**config.mk**
```make
export PLATFORM = sky130hd
export DESIGN_NAME = forward_hazard_unit
export DESIGN_NICKNAME = d
export VERILOG_FILES = /design/src/rtl/rv_pipe_pkg.sv /design/src/rtl/forward_lane.sv /design/src/rtl/forward_hazard_unit.sv
export SDC_FILE = /design/constraint.sdc
export NUM_CORES = 1
export LEC_CHECK = 0
export BUFFER_PORTS_ARGS = -buffer_cell sky130_fd_sc_hd__buf_2
export CAP_MARGIN = 20
export CORE_MARGIN = 2
export CORE_UTILIZATION = 45
export DETAILED_ROUTE_END_ITERATION = 6
export PLACE_DENSITY = 0.77
export SYNTH_ARGS = -nofsm -noshare
export SYNTH_HDL_FRONTEND = slang
export SYNTH_SLANG_ARGS = --single-unit
```
**constraint.sdc**
```tcl
create_clock -name clk -period 9.3 [get_ports clk]
set_input_delay 2.79 -clock clk [delete_from_list [all_inputs] [get_ports clk]]
set_output_delay 2.79 -clock clk [all_outputs]
set_load 0.01 [all_outputs]
```
**src/rtl/rv_pipe_pkg.sv**
```systemverilog
// Shared RV32I pipeline types and default widths.
// Holds the forwarding-source encoding used by the EX operand muxes.
package rv_pipe_pkg;

    localparam int REG_DATA_WIDTH_DEF     = 32;
    localparam int REGFILE_ADDR_WIDTH_DEF = 5;
    localparam int LOAD_LATENCY_DEF       = 1;

    typedef enum logic [1:0] {
        FWD_RF   = 2'b00,
        FWD_WB   = 2'b01,
        FWD_MEM  = 2'b10,
        FWD_HOLD = 2'b11
    } fwd_sel_t;

endpackage

```
**src/rtl/forward_lane.sv**
```systemverilog
// One EX operand lane: MEM/WB match logic, source priority mux and the
// hold register that keeps a WB result alive while EX is frozen.
// Ports: clk/rst; rs_* = EX source; mem_*/wb_* = producer stages;
//   frozen = EX held this cycle; flush = squash EX;
//   forward/operand = selected source and value;
//   mem_load_match = operand waits on the load now in MEM.
import rv_pipe_pkg::*;

module forward_lane #(
    parameter int DW = REG_DATA_WIDTH_DEF,
    parameter int AW = REGFILE_ADDR_WIDTH_DEF
) (
    input  logic          clk,
    input  logic          rst,
    input  logic [AW-1:0] rs_address,
    input  logic          rs_used,
    input  logic [DW-1:0] rs_data,
    input  logic          mem_wr_en,
    input  logic          mem_is_load,
    input  logic [AW-1:0] mem_rd_address,
    input  logic [DW-1:0] mem_alu_result,
    input  logic          wb_wr_en,
    input  logic [AW-1:0] wb_rd_address,
    input  logic [DW-1:0] wb_wr_data,
    input  logic          frozen,
    input  logic          flush,
    output fwd_sel_t      forward,
    output logic [DW-1:0] operand,
    output logic          mem_load_match
);

    logic          rs_live;
    logic          mem_match;
    logic          wb_match;
    logic          hold_valid;
    logic [DW-1:0] hold_data;

    // x0 never matches: a nonzero Rs that is actually read is required.
    assign rs_live   = rs_used && (rs_address != '0);
    assign mem_match = rs_live && mem_wr_en
                       && (mem_rd_address == rs_address);
    assign wb_match  = rs_live && wb_wr_en
                       && (wb_rd_address == rs_address);

    assign mem_load_match = mem_match && mem_is_load;

    always_comb begin
        forward = FWD_RF;
        operand = rs_data;
        if (rs_address == '0) begin
            forward = FWD_RF;
            operand = rs_data;
        end else if (mem_match && !mem_is_load) begin
            forward = FWD_MEM;
            operand = mem_alu_result;
        end else if (wb_match) begin
            forward = FWD_WB;
            operand = wb_wr_data;
        end else if (hold_valid) begin
            forward = FWD_HOLD;
            operand = hold_data;
        end
    end

    // A WB result seen while frozen would leave the pipe before EX
    // consumes it; newest capture wins, cleared once EX moves on.
    always_ff @(posedge clk or posedge rst) begin
        if (rst) begin
            hold_valid <= 1'b0;
            hold_data  <= '0;
        end else if (flush) begin
            hold_valid <= 1'b0;
        end else if (frozen && wb_match) begin
            hold_valid <= 1'b1;
            hold_data  <= wb_wr_data;
        end else if (!frozen) begin
            hold_valid <= 1'b0;
        end
    end

endmodule

```
**src/rtl/forward_hazard_unit.sv**
```systemverilog
// EX operand forwarding plus load-use stall generation.
// Ports: EX_Rs*/MEM_*/WB_* pipeline taps; ext_stall/flush controls;
//   ForwardA/B + EX_op1/2 selected operands; stall holds IF/ID/EX.
import rv_pipe_pkg::*;

module forward_hazard_unit #(
    parameter int REG_DATA_WIDTH     = REG_DATA_WIDTH_DEF,
    parameter int REGFILE_ADDR_WIDTH = REGFILE_ADDR_WIDTH_DEF,
    parameter int LOAD_LATENCY       = LOAD_LATENCY_DEF
) (
    input  logic                          clk,
    input  logic                          rst,
    input  logic [REGFILE_ADDR_WIDTH-1:0] EX_Rs1_address,
    input  logic [REGFILE_ADDR_WIDTH-1:0] EX_Rs2_address,
    input  logic                          EX_Rs1_used,
    input  logic                          EX_Rs2_used,
    input  logic [REG_DATA_WIDTH-1:0]     EX_Rs1_data,
    input  logic [REG_DATA_WIDTH-1:0]     EX_Rs2_data,
    input  logic                          MEM_RegFile_wr_en,
    input  logic                          MEM_is_load,
    input  logic [REGFILE_ADDR_WIDTH-1:0] MEM_Rd_address,
    input  logic [REG_DATA_WIDTH-1:0]     MEM_alu_result,
    input  logic                          WB_RegFile_wr_en,
    input  logic [REGFILE_ADDR_WIDTH-1:0] WB_Rd_address,
    input  logic [REG_DATA_WIDTH-1:0]     WB_wr_data,
    input  logic                          ext_stall,
    input  logic                          flush,
    output logic [1:0]                    ForwardA,
    output logic [1:0]                    ForwardB,
    output logic [REG_DATA_WIDTH-1:0]     EX_op1,
    output logic [REG_DATA_WIDTH-1:0]     EX_op2,
    output logic                          stall
);

    localparam int CW = $clog2(LOAD_LATENCY + 1);
    localparam logic [CW-1:0] CNT_LOAD = CW'(LOAD_LATENCY - 1);

    logic [CW-1:0] cnt;
    logic          hazard_now;
    logic          frozen;
    logic          load_match_a;
    logic          load_match_b;
    fwd_sel_t      fwd_a;
    fwd_sel_t      fwd_b;

    assign hazard_now = (cnt == '0) && MEM_is_load
                        && (load_match_a || load_match_b);
    assign stall      = hazard_now || (cnt != '0);
    assign frozen     = stall || ext_stall;
    assign ForwardA   = fwd_a;
    assign ForwardB   = fwd_b;

    forward_lane #(.DW(REG_DATA_WIDTH), .AW(REGFILE_ADDR_WIDTH)) u_lane_a (
        .clk            (clk),
        .rst            (rst),
        .rs_address     (EX_Rs1_address),
        .rs_used        (EX_Rs1_used),
        .rs_data        (EX_Rs1_data),
        .mem_wr_en      (MEM_RegFile_wr_en),
        .mem_is_load    (MEM_is_load),
        .mem_rd_address (MEM_Rd_address),
        .mem_alu_result (MEM_alu_result),
        .wb_wr_en       (WB_RegFile_wr_en),
        .wb_rd_address  (WB_Rd_address),
        .wb_wr_data     (WB_wr_data),
        .frozen         (frozen),
        .flush          (flush),
        .forward        (fwd_a),
        .operand        (EX_op1),
        .mem_load_match (load_match_a)
    );

    forward_lane #(.DW(REG_DATA_WIDTH), .AW(REGFILE_ADDR_WIDTH)) u_lane_b (
        .clk            (clk),
        .rst            (rst),
        .rs_address     (EX_Rs2_address),
        .rs_used        (EX_Rs2_used),
        .rs_data        (EX_Rs2_data),
        .mem_wr_en      (MEM_RegFile_wr_en),
        .mem_is_load    (MEM_is_load),
        .mem_rd_address (MEM_Rd_address),
        .mem_alu_result (MEM_alu_result),
        .wb_wr_en       (WB_RegFile_wr_en),
        .wb_rd_address  (WB_Rd_address),
        .wb_wr_data     (WB_wr_data),
        .frozen         (frozen),
        .flush          (flush),
        .forward        (fwd_b),
        .operand        (EX_op2),
        .mem_load_match (load_match_b)
    );

    // cnt counts remaining stall cycles after the hazard cycle itself;
    // external stalls freeze it so only our own bubbles are counted.
    always_ff @(posedge clk or posedge rst) begin
        if (rst) begin
            cnt <= '0;
        end else if (flush) begin
            cnt <= '0;
        end else if (!ext_stall) begin
            if (hazard_now) begin
                cnt <= CNT_LOAD;
            end else if (cnt != '0) begin
                cnt <= cnt - 1'b1;
            end
        end
    end

endmodule

```
* Yosys cells after proc, flatten, opt, wreduce, memory -nomap -nowiden
Cells that the tools add are included.
** Word-level totals
- Logic and storage cells :: 68
- Bits of input ports :: 157
- Bits in registers :: 67
- Output and inout bits :: 69
** Operators by class
- Multiplexer cells :: 25
- Bitwise logic cells :: 2
- Reductions and logical operators :: 28
- Add/subtract/negate cells :: 1
- Equality and inequality tests :: 7
** Operators by type and width (count)
- $mux W32 :: 8
- $eq A5 B5 Y1 :: 4
- $logic_and A1 B1 Y1 :: 18
- $mux W2 :: 8
- $logic_not A5 Y1 :: 2
- $reduce_bool A5 Y1 :: 2
- $mux W1 :: 9
- $reduce_and A2 Y1 :: 2
- $logic_or A1 B1 Y1 :: 3
- $ne A3 B2 Y1 const B :: 1
- $ne A3 B3 Y1 const B :: 1
- $ne A2 B1 Y1 const B :: 1
- $not A1 Y1 :: 2
- $logic_not A1 Y1 :: 1
- $sub A1 B1 Y1 const B :: 1

* Depth between registers and ports, before layout
- Depth in word-level cells :: 12
- Mapped depth :: 9
- Mapped depth without buffers :: 6

* Cells and area by module
A second synthesis with hierarchy kept.
** Second synthesis, totals
- Cells, all modules :: 650
- Area, all modules :: 6282.3 um^2
** By module, submodules not included
- forward_lane :: sequential area each 825.8 um^2, cells an instance 324, times used 2, area each 3134.3 um^2
- forward_hazard_unit :: sequential area each 0.0 um^2, cells an instance 2, times used 1, area each 13.8 um^2

* Least setup slack after synthesis
No wires, ideal clock.
- Path kind :: input -> output
- Start point :: in EX_Rs1_address[0]
- End point :: out EX_op1[17]
- Data arrival time :: 4.638 ns
- Buffers on the path :: 2
- Slack :: 1.872 ns
- Cell stages on the path :: 8
- Required time :: 6.510 ns
- Path through :: or4_1 -> or2_0 -> clkbuf_2 -> nand4_1 -> clkbuf_1 -> and3_1 -> a211oi_1 -> o21ai_0
** On the way
- Word-level cells in the longest chain between the ends :: 7
- Elaborated cells on any way between the ends :: 13
- Classes of those cells :: 2 x eq/ne; 3 x mux; 8 x reduce/logical
** Ends and longest elaborated chain
- from (decl) :: RTL line forward_hazard_unit.sv:13 : input logic [REGFILE_ADDR_WIDTH-1:0] EX_Rs1_address,
- $reduce_bool A5 Y1 :: RTL line forward_lane.sv:39 : assign rs_live = rs_used && (rs_address != '0);
- $logic_and A1 B1 Y1 :: RTL line forward_lane.sv:39
- $logic_and A1 B1 Y1 (on tied branches) :: RTL line forward_lane.sv:42, forward_lane.sv:40
- $logic_and A1 B1 Y1 (on tied branches) :: RTL line forward_lane.sv:43, forward_lane.sv:41
- $mux W32 or $logic_and A1 B1 Y1 (tied branches) :: RTL line forward_lane.sv:56, forward_lane.sv:53
- $mux W32 :: RTL line forward_lane.sv:53 : end else if (mem_match && !mem_is_load) begin
- $mux W32 * :: RTL line forward_lane.sv:50 : if (rs_address == '0) begin
- to (decl) :: RTL line forward_hazard_unit.sv:30 : output logic [REG_DATA_WIDTH-1:0] EX_op1,
Every way passes the cells marked *; elsewhere a longest branch is shown, timed or not.

* Worst setup path after layout
- Start point :: in EX_Rs1_address[0]
- End point :: out EX_op1[0]
Same word-level chain as after synthesis.

==> metrics <==
non-filler cells, final=888; peak fanout along the critical path=21; measured slew at the worst slew-check pin=approximately 0.97 ns; Crit Path Category=input port to output port; CP max stage delay=0.82 ns; FF+latch count, synth=66; DP HPWL=11.7 mm; synthesis-to-finish area growth=27.4%; worst vdd ir=approximately 0.000063 V; cts repair resizes=0; PD cells=113 mW/mm^2; final net count=898; via count=5362; most frequent cell on the critical path=buf_2; Die Wd=109 um; status=finished clean; final core utilization=58.6%; first-pass GRT wire length=26.0 mm; Core ar.=0.0108 sq mm; crit path buf inv count=3; post-synthesis sequential area ratio=between 30 and 40%; Worst path depth=9; CP delay by family, top=simple AND/OR/NAND/NOR gates; Starting DRT DRC Count=402; global-route usage over all layers=28.3%; WL/cell=between 15 and 20 um; post-synth cell types=between 40 and 50; clk_lat worst skew=0.33 ns; GP Congestion=~0.88; clk sinks=66; fmax=119 MHz; Post-CTS Setup Inserts=0; syn_area_per_cell=~9.1 sq um; # IOs=226; vias in the first global route=around 5100; most frequent cells in the layout=225 x buf_2, 66 x dfrtp_1, 47 x and3_1; Synth Cell Area=0.00498 sq mm; min Tclk post-route=8.39 ns; Setup crit start kind=input port; initial antenna violation count=2; CTS Hold Bufs=0; CTS root buffer=clkbuf_8; period utilization=90.2%; largest net degree at the start of global routing=67; drt drc=0; routed vias/inst=6.04; Worst EP required=6.51 ns; CP arrival=5.60 ns; Routed Antenna Nets=0; Die Height=between 100 and 150 um; Total Routed Length=17.4 mm; CTS H-tree lvls=3; total of max-cap violations=0; Fin. Hold Viols=0; commonest non-fill, non-tap cell in the layout=buf_2; clk_skew=0 ns; HP Class=register to register; DR pass1 iterations=7; Placed Cells=869; GRT overflow=0; Synth warnings=0; Port Buffers=225; Max Slew Vio Count=0; CTS buffer count=9; Post-Syn Instances=548; Setup-failing EPs final=0; die area=0.0119 sq mm; num rows=38; post-route design area=0.00635 sq mm; Hold Path Cell Cnt=1; CTS tree=yes; share of layout cells above drive strength 1=42.8%; post-synthesis net count=705; Initial Util=approximately 46%; Worst slew margin=a little over a third; Reg2Reg Depth=3; Max clock buf depth=2; Area after DPL=0.00612 sq mm; setup_tns=0 ns; Reg clk slew, reported paths=~0.08 ns; crit-path cells=buf_2 -> or4_1 -> or2_1 -> nand4_1 -> and3_1 -> buf_4 -> nand2_1 -> o21ai_0 -> buf_2; CP max stage cell=and3_1; leakage=3.34 nW; RSZ-0062 raised after global routing=no; CP endpoint kind=output port
==> per-stage QoR <==
stage                     hold WS [ns]  power (W)  setup slack [ns]
after floorplan                  0.449   0.000393              1.87
after global placement           0.464   0.000469              1.03
after detailed placement         0.479   0.000472             0.918
after CTS                        0.497   0.000721             0.917
after global routing             0.504   0.000750             0.720
final                            0.494   0.000717             0.910
==> layout make-up <==
class	instances	area, sq um
tap	140	175
multi-input combinational	423	3060
fill	986	4490
timing repair buffer	239	1240
clock buffer	9	124
clock inverter	7	77.6
sequential	66	1650
inverter	2	7.51
antenna	2	5.00
==> worst register-to-register path: cells and delay by family (launching register included) <==
family	cells	cell delay [ns]
AND/OR/NAND/NOR	2	0.28
buffers and inverters	1	0.37
flip-flops	1	0.39
==> Yosys cell counts (all sizes together) <==
| library cell | instances | area share [%] |
|---|---|---|
| dfrtp | 66 | 33 |
| mux2 | 64 | 17 |
| and3 | 48 | 6.1 |
| clkbuf | 43 | 3.3 |
| o21ai | 39 | 3.9 |
| nand2 | 36 | 2.7 |
| o22ai | 32 | 4.0 |
| nand3 | 30 | 3.0 |
| a21o | 28 | 4.2 |
| a31oi | 28 | 3.5 |
| a21oi | 26 | 2.6 |
| a221oi | 23 | 4.0 |
| buf | 14 | 2.2 |
| xor2 | 14 | 2.5 |
| nor2 | 12 | 0.90 |
| a2111oi | 9 | 1.6 |
| xnor2 | 6 | 1.1 |
| a211oi | 4 | 0.60 |
| nor4 | 4 | 0.50 |
| and2 | 3 | 0.38 |
| nor3 | 3 | 0.30 |
| a41o | 2 | 0.63 |
| inv | 2 | 0.15 |
| nand4 | 2 | 0.25 |
| or2 | 2 | 0.25 |
| or4 | 2 | 0.38 |
| and3b | 1 | 0.18 |
| nand2b | 1 | 0.13 |
| nor2b | 1 | 0.13 |
| o2111a | 1 | 0.23 |
| o21bai | 1 | 0.15 |
| or4b | 1 | 0.20 |
==> cell families (layout without fill, tap and decap cells) <==
family,count (synthesis),count (layout),synth area share (%)
muxes,64,64,16.7
DFF,66,66,33.1
xor gates and xnor gates,20,20,3.52
other,0,2,0
buffers and inverters,59,257,5.65
and+or+nand+nor,146,146,15.4
AOI/OAI and AO/OA,193,193,25.5
==> report_power, final <==
group	switching, W	total [W]	internal, W
clock	0.000122	0.000249	0.000126
sequential	0.0000102	0.000317	0.000307
combinational	0.0000741	0.000151	0.0000773
==> flip-flops by register name, summed over array words and instances (netlist names) <==
name / flops
u_lane_b.hold_data: 32
u_lane_b.hold_valid: 1
u_lane_a.hold_data: 32
u_lane_a.hold_valid: 1
==> worst paths after layout <==
check                                                endpoint                                from  slack, ns
setup / recovery                                    EX_op1[0]                   EX_Rs1_address[0]       0.91
hold / removal             u_lane_a.hold_data[24]$_DFFE_PP0P_  u_lane_a.hold_data[24]$_DFFE_PP0P_       0.49
setup reg to reg              u_lane_b.hold_valid$_DFFE_PP0P_     u_lane_b.hold_valid$_DFFE_PP0P_       8.18
hold reg to reg            u_lane_a.hold_data[24]$_DFFE_PP0P_  u_lane_a.hold_data[24]$_DFFE_PP0P_       0.49
max in group asynchronous  u_lane_b.hold_data[23]$_DFFE_PP0P_                                 rst       6.05
min in group asynchronous   u_lane_b.hold_data[6]$_DFFE_PP0P_                                 rst       2.69
==> per-layer routing <==
layer	vias to the layer above	share of wire [%]	track usage, %	wire, um
met2	290	49	51.3	8540
met5	-	0	0	0
met3	25	8.4	4.06	1450
li1	2491	-	-	-
met4	0	1.6	8.77	281
met1	2556	41	34.4	7080
Note: power is estimated with default switching activity, not from simulation.
